--- src/rtl/dsp_cfg_pkg.sv ---
// Shared types and elaboration-time helpers for the DSP config chain loader.
package dsp_cfg_pkg;

  typedef enum logic [2:0] {
    ST_IDLE   = 3'd0,
    ST_LOAD   = 3'd1,
    ST_SHIFT  = 3'd2,
    ST_VERIFY = 3'd3,
    ST_DONE   = 3'd4
  } state_t;

  function automatic int clog2(input int v);
    int r;
    r = 0;
    for (int i = 0; i < 32; i++) begin
      if ((1 << r) < v) r++;
    end
    return r;
  endfunction

  // Counters need at least one bit even when they only ever hold zero.
  function automatic int cnt_width(input int v);
    return (clog2(v) < 1) ? 1 : clog2(v);
  endfunction

  function automatic int nwords(input int chain_len, input int word_w);
    return (chain_len + word_w - 1) / word_w;
  endfunction

endpackage

--- src/rtl/dsp_cfg_chain_loader_if.sv ---
// Word stream from the system config port into the chain loader.
interface dsp_cfg_chain_loader_if #(
  parameter int WORD_W = 8
);
  logic [WORD_W-1:0] data;
  logic              valid;
  logic              ready;

  modport master (output data, output valid, input ready);
  modport slave  (input data, input valid, output ready);
endinterface

--- src/rtl/dsp_cfg_shifter.sv ---
// Holds the current bitstream word and serialises it LSB first, flagging the last valid bit.
module dsp_cfg_shifter
  import dsp_cfg_pkg::*;
#(
  parameter int CHAIN_LEN = 20,
  parameter int WORD_W    = 8
) (
  input  logic              clk,
  input  logic              rst_n,
  input  logic              load,
  input  logic              shift,
  input  logic              last_word,
  input  logic [WORD_W-1:0] data,
  output logic              bit_out,
  output logic              bit_last
);

  localparam int NWORDS    = nwords(CHAIN_LEN, WORD_W);
  localparam int LAST_BITS = CHAIN_LEN - (NWORDS - 1) * WORD_W;
  localparam int BCNT_W    = cnt_width(WORD_W);
  localparam logic [BCNT_W-1:0] FULL_END = BCNT_W'(WORD_W - 1);
  localparam logic [BCNT_W-1:0] LAST_END = BCNT_W'(LAST_BITS - 1);

  logic [WORD_W-1:0] word_q;
  logic [BCNT_W-1:0] bit_cnt;

  always_ff @(posedge clk or negedge rst_n) begin
    if (!rst_n) begin
      word_q  <= '0;
      bit_cnt <= '0;
    end else if (load) begin
      word_q  <= data;
      bit_cnt <= '0;
    end else if (shift) begin
      word_q  <= word_q >> 1;
      bit_cnt <= bit_cnt + BCNT_W'(1);
    end
  end

  assign bit_out = word_q[0];
  // The final word is short when CHAIN_LEN is not a multiple of WORD_W.
  assign bit_last = (bit_cnt == (last_word ? LAST_END : FULL_END));

endmodule

--- src/rtl/dsp_cfg_chain_loader.sv ---
// Loads a bitstream word by word into a DSP column config chain and optionally reads it back by rotation.
module dsp_cfg_chain_loader
  import dsp_cfg_pkg::*;
#(
  parameter int CHAIN_LEN = 20,
  parameter int WORD_W    = 8
) (
  input  logic                   clk,
  input  logic                   rst_n,
  input  logic                   start,
  input  logic                   verify_en,
  input  logic                   abort,
  dsp_cfg_chain_loader_if.slave  s,
  output logic                   cfg_in,
  output logic                   cfg_en,
  input  logic                   cfg_out,
  output logic                   busy,
  output logic                   done,
  output logic                   err
);

  localparam int NWORDS = nwords(CHAIN_LEN, WORD_W);
  localparam int WCNT_W = cnt_width(NWORDS);
  localparam int VCNT_W = cnt_width(CHAIN_LEN);
  localparam logic [WCNT_W-1:0] WORD_LAST = WCNT_W'(NWORDS - 1);
  localparam logic [VCNT_W-1:0] VCNT_LAST = VCNT_W'(CHAIN_LEN - 1);

  state_t                 state, state_nxt;
  logic                   verify_q;
  logic [WCNT_W-1:0]      word_cnt;
  logic [VCNT_W-1:0]      vcnt;
  logic [CHAIN_LEN-1:0]   shadow;
  logic                   accept, capture, last_word, shift_bit, bit_last;

  // Shadow mirrors the chain: bit 0 is the one nearest cfg_out once the load is complete.
  function automatic logic [CHAIN_LEN-1:0] push_bit(input logic [CHAIN_LEN-1:0] sh, input logic b);
    return (sh >> 1) | (CHAIN_LEN'(b) << (CHAIN_LEN - 1));
  endfunction

  assign accept    = (state == ST_IDLE) && start && !abort;
  assign capture   = (state == ST_LOAD) && s.valid;
  assign last_word = (word_cnt == WORD_LAST);

  dsp_cfg_shifter #(
    .CHAIN_LEN (CHAIN_LEN),
    .WORD_W    (WORD_W)
  ) u_shifter (
    .clk       (clk),
    .rst_n     (rst_n),
    .load      (capture),
    .shift     (state == ST_SHIFT),
    .last_word (last_word),
    .data      (s.data),
    .bit_out   (shift_bit),
    .bit_last  (bit_last)
  );

  always_ff @(posedge clk or negedge rst_n) begin
    if (!rst_n) state <= ST_IDLE;
    else        state <= state_nxt;
  end

  always_comb begin
    state_nxt = state;
    case (state)
      ST_IDLE:   if (start) state_nxt = ST_LOAD;
      ST_LOAD:   if (s.valid) state_nxt = ST_SHIFT;
      ST_SHIFT:  if (bit_last) state_nxt = !last_word ? ST_LOAD : (verify_q ? ST_VERIFY : ST_DONE);
      ST_VERIFY: if (vcnt == VCNT_LAST) state_nxt = ST_DONE;
      ST_DONE:   state_nxt = ST_IDLE;
      default:   state_nxt = ST_IDLE;
    endcase
    if (abort) state_nxt = ST_IDLE;
  end

  always_ff @(posedge clk or negedge rst_n) begin
    if (!rst_n) begin
      verify_q <= 1'b0;
      err      <= 1'b0;
      word_cnt <= '0;
      vcnt     <= '0;
      shadow   <= '0;
    end else if (accept) begin
      verify_q <= verify_en;
      err      <= 1'b0;
      word_cnt <= '0;
      vcnt     <= '0;
    end else if (state == ST_SHIFT) begin
      shadow <= push_bit(shadow, shift_bit);
      if (bit_last && !last_word) word_cnt <= word_cnt + WCNT_W'(1);
    end else if (state == ST_VERIFY) begin
      // Rotate the shadow in step with the chain so bit 0 always lines up with cfg_out.
      shadow <= push_bit(shadow, shadow[0]);
      vcnt   <= vcnt + VCNT_W'(1);
      if (cfg_out != shadow[0]) err <= 1'b1;
    end
  end

  assign s.ready = (state == ST_LOAD);
  assign cfg_en  = (state == ST_SHIFT) || (state == ST_VERIFY);
  assign cfg_in  = (state == ST_SHIFT)  ? shift_bit :
                   (state == ST_VERIFY) ? cfg_out   : 1'b0;
  assign busy    = (state != ST_IDLE) && (state != ST_DONE);
  assign done    = (state == ST_DONE);

endmodule

--- src/flat_wrapper.sv ---
// flat-port wrapper written by rule: the top's interface ports become plain ports
module dsp_cfg_chain_loader_flat import dsp_cfg_pkg::*;
#(
  parameter int CHAIN_LEN = 20,
  parameter int WORD_W    = 8
)
  (clk, rst_n, start, verify_en, abort, cfg_in, cfg_en, cfg_out, busy, done, err, s_data, s_valid, s_ready);
  dsp_cfg_chain_loader_if #(.WORD_W(WORD_W)) s_i ();
  input  logic clk;
  input  logic rst_n;
  input  logic start;
  input  logic verify_en;
  input  logic abort;
  output logic cfg_in;
  output logic cfg_en;
  input  logic cfg_out;
  output logic busy;
  output logic done;
  output logic err;
  input wire logic [$bits(s_i.data)-1:0] s_data;
  input wire logic [$bits(s_i.valid)-1:0] s_valid;
  output wire logic [$bits(s_i.ready)-1:0] s_ready;
  assign s_i.data = s_data;
  assign s_i.valid = s_valid;
  assign s_ready = s_i.ready;
  dsp_cfg_chain_loader #(.CHAIN_LEN(CHAIN_LEN), .WORD_W(WORD_W)) u_core (.clk(clk), .rst_n(rst_n), .start(start), .verify_en(verify_en), .abort(abort), .s(s_i), .cfg_in(cfg_in), .cfg_en(cfg_en), .cfg_out(cfg_out), .busy(busy), .done(done), .err(err));
endmodule
--- config.mk ---
export PLATFORM = sky130hd
export DESIGN_NAME = dsp_cfg_chain_loader_flat
export DESIGN_NICKNAME = d
export VERILOG_FILES = /design/src/rtl/dsp_cfg_pkg.sv /design/src/rtl/dsp_cfg_chain_loader_if.sv /design/src/rtl/dsp_cfg_shifter.sv /design/src/rtl/dsp_cfg_chain_loader.sv /design/src/flat_wrapper.sv
export SDC_FILE = /design/constraint.sdc
export NUM_CORES = 1
export LEC_CHECK = 0
export BUFFER_PORTS_ARGS = -buffer_cell sky130_fd_sc_hd__buf_2
export CORE_UTILIZATION = 54
export CTS_BUF_LIST = sky130_fd_sc_hd__clkbuf_8
export DETAILED_ROUTE_END_ITERATION = 7
export GPL_TIMING_DRIVEN = 1
export PLACE_DENSITY = 0.76
export SETUP_SLACK_MARGIN = 0.1
export SYNTH_ARGS = -nofsm -noshare
export SYNTH_HDL_FRONTEND = slang
export SYNTH_SLANG_ARGS = --single-unit
--- constraint.sdc ---
create_clock -name clk -period 1.6 [get_ports clk]
set_input_delay 0.08 -clock clk [delete_from_list [all_inputs] [get_ports clk]]
set_output_delay 0.08 -clock clk [all_outputs]
set_load 0.02 [all_outputs]
==> flow_metrics.py, run 1 <==
metrics = {
    "detailed_routing": {
        "totalWireLength_microns": 4110,
        "ant_nets": 0,
        "drc": 0,
        "first_pass_iters": 4,
        "drt_iter0_markers": 67,
        "wl_per_cell_microns": 15.7,
        "avgViaCountPerCell": 5.38,
        "via_count": 1404,
    },
    "worst_setup_path": {
        "cp-end-kind": "flop",
        "worstSetupPathType": "reg -> reg",
        "startpoint_type": "flop",
        "r2r_setup_slack_ns": 0.03,
        "cp.required_ns": 1.80,
        "r2r_start": "u_core.state[0]",
        "path_max_fanout": 7,
        "cp_data_arrival_time_ns": 1.77,
        "r2r_end": "u_core.state[2]",
        "rr_worst_depth": 4,
    },
    "clocking": {
        "cts_tree": "yes",
        "clk_pin_slew_worst_paths_ns": 0.08,
        "root_buffer": "clkbuf_8",
        "cts-htree-levels": 2,
        "clock_sinks": 43,
        "clockBufferDepth": 2,
        "clock_latency_ns": 0.29,
        "cts_buffers": 5,
    },
    "synth": {
        "synth_area_leaders": "dfrtp_1 54%, mux2_2 11%, mux2i_1 4.5%, o21ai_0 2.8%, nand2_1 2.6%",
        "yosys.area.top_type": "dfrtp_1",
        "avgSynthCellArea_sq_um": 12.2,
        "yosys_warnings": 0,
        "syn_inst": 163,
        "synth_seq_cells": 43,
        "synth_top_area_frac": 0.542,
        "yosysSeqAreaShare": 0.542,
        "synth_nets": 181,
        "syn_area_sq_um": 1980,
        "synthDistinctLibCells": 32,
    },
    "placement": {
        "dp.cells": 232,
        "dp_hpwl_microns": 2400,
        "gp_congestion": 0.816,
        "portBuffers": 20,
    },
    "floorplan": {
        "start_util": 0.581,
        "ios": 21,
        "rows": 21,
        "core_sq_um": 3420,
        "die_y_microns": 62.6,
        "dieArea_sq_um": 3920,
        "die_w_microns": 62.6,
    },
    "cells_and_area": {
        "diodes": 0,
        "final_core_utilization": 0.761,
        "fill_cells": 229,
        "fin_cells": 261,
        "drive_gt1_frac": 0.447,
        "syn2layout_area_growth_pct": 31.0,
        "fin_nets": 232,
    },
    "worst_hold_path": {
        "hold_depth": 3,
        "hold_class": "in -> reg",
        "hp-start": "s_data[4]",
        "min_to": "u_core.u_shifter.word_q[4]",
    },
    "status": {
        "status": "complete, no violations",
    },
    "power_and_ir_drop": {
        "ir_worst_vdd_v": 0.000793,
        "p_per_area_nw_per_um2": 1400,
        "p_leak_nw": 1.27,
    },
    "timing": {
        "period_share": 0.984,
        "finalSetupViolCount": 0,
        "fin_crit_ns": 1.57,
        "max_freq_mhz": 635,
        "fin_worst_skew_ns": 0.00829,
        "finalHoldViolCount": 0,
        "holdWs_ns": 0.0179,
        "max-slew-margin-rel": 0.773,
        "slew_violations": 0,
        "rsz0062_at_grt": "true",
        "fin_tns_setup_ns": 0,
        "worstMarginPinSlew_ns": 0.341,
    },
    "global_routing": {
        "grt_antenna_before_repair": 0,
        "grt_max_degree": 26,
        "grt_pass1_vias": 1434,
        "grt_pass1_wl_microns": 6350,
        "overflow": 0,
        "grt_use_total": 0.209,
    },
    "flow_run": {
        "cap_violations": 0,
    },
}
## how the worst max path moves through the flow
stage                                  start         endpoint  slack (ns)  cells after the start
after floorplan              u_core.state[0]  u_core.verify_q        0.11                      4
after global placement    u_core.word_cnt[0]  u_core.state[2]        0.11                      6
after detailed placement  u_core.word_cnt[0]  u_core.state[2]       -0.02                      6
after CTS                    u_core.state[0]           cfg_in        0.05                      4
after global routing      u_core.word_cnt[0]  u_core.state[2]       -0.04                      6
final                        u_core.state[0]  u_core.state[2]        0.03                      4
## sequential cells by signal, indices dropped and copies added (netlist names)
name and count:
u_core.shadow 20, u_core.u_shifter.word_q 8, u_core.vcnt 5, u_core.state 3, u_core.u_shifter.bit_cnt 3, u_core.word_cnt 2
u_core.err 1, u_core.verify_q 1
## area by class of cell
type                    count  area, sq um  area share
clock inverters             2         35.0      0.0135
clock buffers               6         82.6      0.0318
multi-input cells         108          911       0.351
repair buffers             52          418       0.161
inverters                   4         15.0     0.00578
flip-flops and latches     43         1080       0.416
well taps                  46         57.6      0.0221
## stage by stage
| stage | setup WS (ns) | total power [mW] | area, sq um |
|---|---|---|---|
| 5_1_grt | -0.0386 | 3.85 | 2600 |
| 4_1_cts | 0.0499 | 3.43 | 2450 |
| 3_3_place_gp | 0.106 | 2.43 | 2190 |
| 2_1_floorplan | 0.109 | 2.22 | 2010 |
| 6_report | 0.0260 | 3.64 | 2600 |
| 3_5_place_dp | -0.0226 | 2.48 | 2190 |
## worst max-delay path, stage by stage, from the launching register on
cell,delay (ns)
dfrtp_2,0.47
and3b_2,0.26
buf_4,0.14
a221oi_4,0.34
nor4b_4,0.26
## report_power, final
part / total (mW) / leakage (nW) / internal (mW) / switching (mW)
combinational: 1.31 / 0.635 / 0.699 / 0.611
clock: 0.854 / 0.0612 / 0.505 / 0.349
sequential: 1.48 / 0.576 / 1.32 / 0.161
## layer usage
metal | vias to the layer above | GRT usage | share of wire
met1 | 703 | 0.253 | 0.41
met3 | 6 | 0.0365 | 0.035
li1 | 664 | - | -
met5 | - | 0 | 0
met4 | 0 | 0.0901 | 0.017
met2 | 31 | 0.365 | 0.53
## what timing repair did
action	in CTS	in global routing
buffers inserted	7	9
gates resized for setup	14	17
cloned	0	1
endpoints found under the hold margin	15	0
hold buffers	4	0
pin swaps	4	5
endpoints found under the setup margin	5	16
## cell usage after synthesis
cell / instances
dfrtp_1: 43
mux2_2: 20
nand2_1: 14
nor2_1: 12
o21ai_0: 11
mux2i_1: 9
xor2_1: 6
a21oi_1: 4
inv_1: 4
buf_2: 3
buf_6: 3
ha_1: 3
nor3b_1: 3
xnor2_1: 3
a221o_1: 2
buf_4: 2
nand2b_1: 2
nand4_1: 2
nor2b_1: 2
nor3_1: 2
or2_2: 2
a2111oi_0: 1
a221oi_2: 1
a22o_2: 1
and2_1: 1
and3b_1: 1
nand2_2: 1
nand3_1: 1
nand4b_1: 1
nor2_4: 1
nor3b_4: 1
nor4b_4: 1
## kinds of logic after synthesis
family | share of synthesized area
compound gates | 0.0649
xor+xnor | 0.0397
fa+ha+maj | 0.0189
buf+inv | 0.0397
flops | 0.542
mux | 0.159
simple gates | 0.136
## layout by cell type, fill, tap and decap left out, drive strengths merged, types with 2 or more instances in the layout
cell,Yosys,routed
a21oi,4,4
a221o,2,2
buf,8,47
clkbuf,0,7
dfrtp,43,43
dlygate4sd3,0,4
ha,3,3
inv,4,4
mux2,20,20
mux2i,9,9
nand2,15,15
nand2b,2,2
nand4,2,2
nor2,13,13
nor2b,2,2
nor3,2,2
nor3b,4,4
o21ai,11,11
or2,2,2
xnor2,3,3
xor2,6,6
No activity file was read; power rests on OpenSTA's default activity.
==> run 2: changes to the inputs <==
BUFFER_PORTS_ARGS = unset   (was -buffer_cell sky130_fd_sc_hd__buf_2)
CORE_UTILIZATION = 55   (was 54)
DONT_BUFFER_PORTS = 1   (was unset)
PLACE_DENSITY = 0.72   (was 0.76)
REMOVE_ABC_BUFFERS = 1   (was unset)
clock period = 1.4 ns   (was 1.6 ns; I/O delays follow)
==> run 2 against run 1 <==
Net effect: clock skew up 0.0040 ns; hold slack got worse by 0.20 ns; design area grew 17%; the flow now finishes with violations (negative hold slack, negative setup slack); non-clock buffer count rose by 5; die area shrank 1.8%.
==> flow_metrics.py, run 2 (synthesized netlist as in run 1, its figures left out) <==
metrics = {
    "timing": {
        "fin_tns_setup_ns": -2.98,
        "slew_violations": 0,
        "finalHoldViolCount": 3,
        "max_freq_mhz": 631,
        "fin_worst_skew_ns": 0.0123,
        "max-slew-margin-rel": 0.775,
        "holdWs_ns": -0.181,
        "rsz0062_at_grt": "true",
        "fin_crit_ns": 1.58,
        "finalSetupViolCount": 40,
        "period_share": 1.13,
        "fin_ws_ns": -0.185,
        "worstMarginPinSlew_ns": 0.336,
    },
    "worst_setup_path": {
        "cp_slowest_cell": "dfrtp_2",
        "max_stage_delay_ns": 0.48,
        "crit_buf_inv": 2,
        "cp.required_ns": 1.60,
        "worstSetupPathType": "reg -> reg",
        "path_max_fanout": 7,
        "cp-end-kind": "flop",
        "cp_top_family": "simple AND/OR/NAND/NOR gates",
        "crit_chain": "nor3b_4 > buf_6 > nand4b_1 > buf_4 > xnor2_2 > nor2_1",
        "cp_data_arrival_time_ns": 1.79,
        "startpoint_type": "flop",
    },
    "clocking": {
        "root_buffer": "clkbuf_8",
        "clockBufferDepth": 2,
        "cts_hold_buf": 11,
        "cts_buffers": 5,
        "clock_sinks": 43,
        "clk_pin_slew_worst_paths_ns": 0.09,
        "cts-htree-levels": 2,
        "cts_tree": "yes",
        "clock_latency_ns": 0.31,
    },
    "cells_and_area": {
        "drive_gt1_frac": 0.523,
        "largest_reg_flops": 20,
        "multi_input_area_sq_um": 1090,
        "top_register": "u_core.shadow",
        "seqCellArea_sq_um": 1080,
        "syn2layout_area_growth_pct": 53.3,
        "fill_cells": 104,
        "final_core_utilization": 0.897,
        "final_common_cell": "dfrtp_1",
        "fin_nets": 237,
        "reg_top3": "u_core.shadow x20, u_core.u_shifter.word_q x8, u_core.vcnt x5",
        "diodes": 0,
        "stdcell_area_sq_um": 3040,
        "fin_cells": 266,
        "mostFrequentLayoutCells": "40 x dfrtp_1, 24 x buf_6, 20 x mux2_4",
    },
    "detailed_routing": {
        "totalWireLength_microns": 6220,
        "via_count": 1606,
        "first_pass_iters": 6,
        "drc": 0,
        "ant_nets": 0,
        "wl_per_cell_microns": 23.4,
        "drt_iter0_markers": 104,
        "avgViaCountPerCell": 6.04,
    },
    "global_routing": {
        "grt_antenna_before_repair": 0,
        "overflow": 0,
        "grt_use_total": 0.306,
        "grt_pass1_wl_microns": 8000,
        "grt_max_degree": 44,
        "grt_pass1_vias": 1635,
    },
    "floorplan": {
        "die_y_microns": 62.1,
        "core_sq_um": 3390,
        "ios": 21,
        "die_w_microns": 62.1,
        "rows": 21,
        "start_util": 0.585,
        "dieArea_sq_um": 3850,
    },
    "power_and_ir_drop": {
        "p_per_area_nw_per_um2": 1690,
        "fin_total_pwr_mw": 5.14,
        "p_leak_nw": 1.48,
        "ir_worst_vdd_v": 0.00108,
    },
    "placement": {
        "portBuffers": 0,
        "dp.cells": 227,
        "placed_area_sq_um": 2190,
        "pre_cts_ws_ns": -0.152,
        "dp_hpwl_microns": 2490,
        "gp_congestion": 0.819,
    },
    "flow_run": {
        "cap_violations": 0,
    },
    "status": {
        "violations": "negative hold slack, negative setup slack",
        "status": "finished with violations",
    },
    "worst_hold_path": {
        "hold_class": "in -> reg",
    },
}
run 2: where the power goes:
| group | leakage [nW] | switching, mW | total [mW] | internal (mW) |
|---|---|---|---|---|
| clock network | 0.0695 | 0.430 | 1.14 | 0.706 |
| registers | 0.576 | 0.275 | 1.78 | 1.51 |
| logic | 0.830 | 1.01 | 2.23 | 1.22 |
| total | 1.48 | 1.71 | 5.14 | 3.43 |
run 2: worst reg2reg max path: cells and delay by family (launching register included):
| family | cells | cell delay (ns) |
|---|---|---|
| xor+xnor | 1 | 0.12 |
| simple gates | 3 | 0.51 |
| buf+inv | 2 | 0.36 |
| flops | 1 | 0.48 |
run 2: timing repair:
action	in CTS	in global routing
endpoints found under the setup margin	47	46
endpoints found under the hold margin	55	3
cloned	4	1
resized for setup	58	53
setup buffers	10	8
pin swaps	15	23
run 2: cell type report:
cell class              instances  area share
repair buffers                 57       0.215
well taps                      46      0.0189
multi-input cells             108       0.360
clock inverters                 3      0.0210
clock buffers                   5      0.0226
flip-flops and latches         43       0.355
inverters                       4     0.00782
run 2: worst paths after layout:
check	start	endpoint	slack (ns)	cells past startpoint
setup reg to reg	u_core.state[0]	u_core.word_cnt[0]	-0.18	6
max in group asynchronous	rst_n	u_core.state[0]	0.96	2
min in group asynchronous	rst_n	u_core.u_shifter.bit_cnt[1]	0.23	2
hold reg to reg	u_core.shadow[4]	u_core.shadow[4]	0.52	1
hold / removal	abort	u_core.state[2]	-0.18	1
setup / recovery	u_core.state[0]	u_core.word_cnt[0]	-0.18	6
run 2: layer usage:
layer,share of wire,vias to the layer above,global-route usage
li1,-,672,-
met1,0.37,803,0.340
met2,0.51,89,0.549
met3,0.063,42,0.0828
met4,0.053,0,0.130
met5,0,-,0
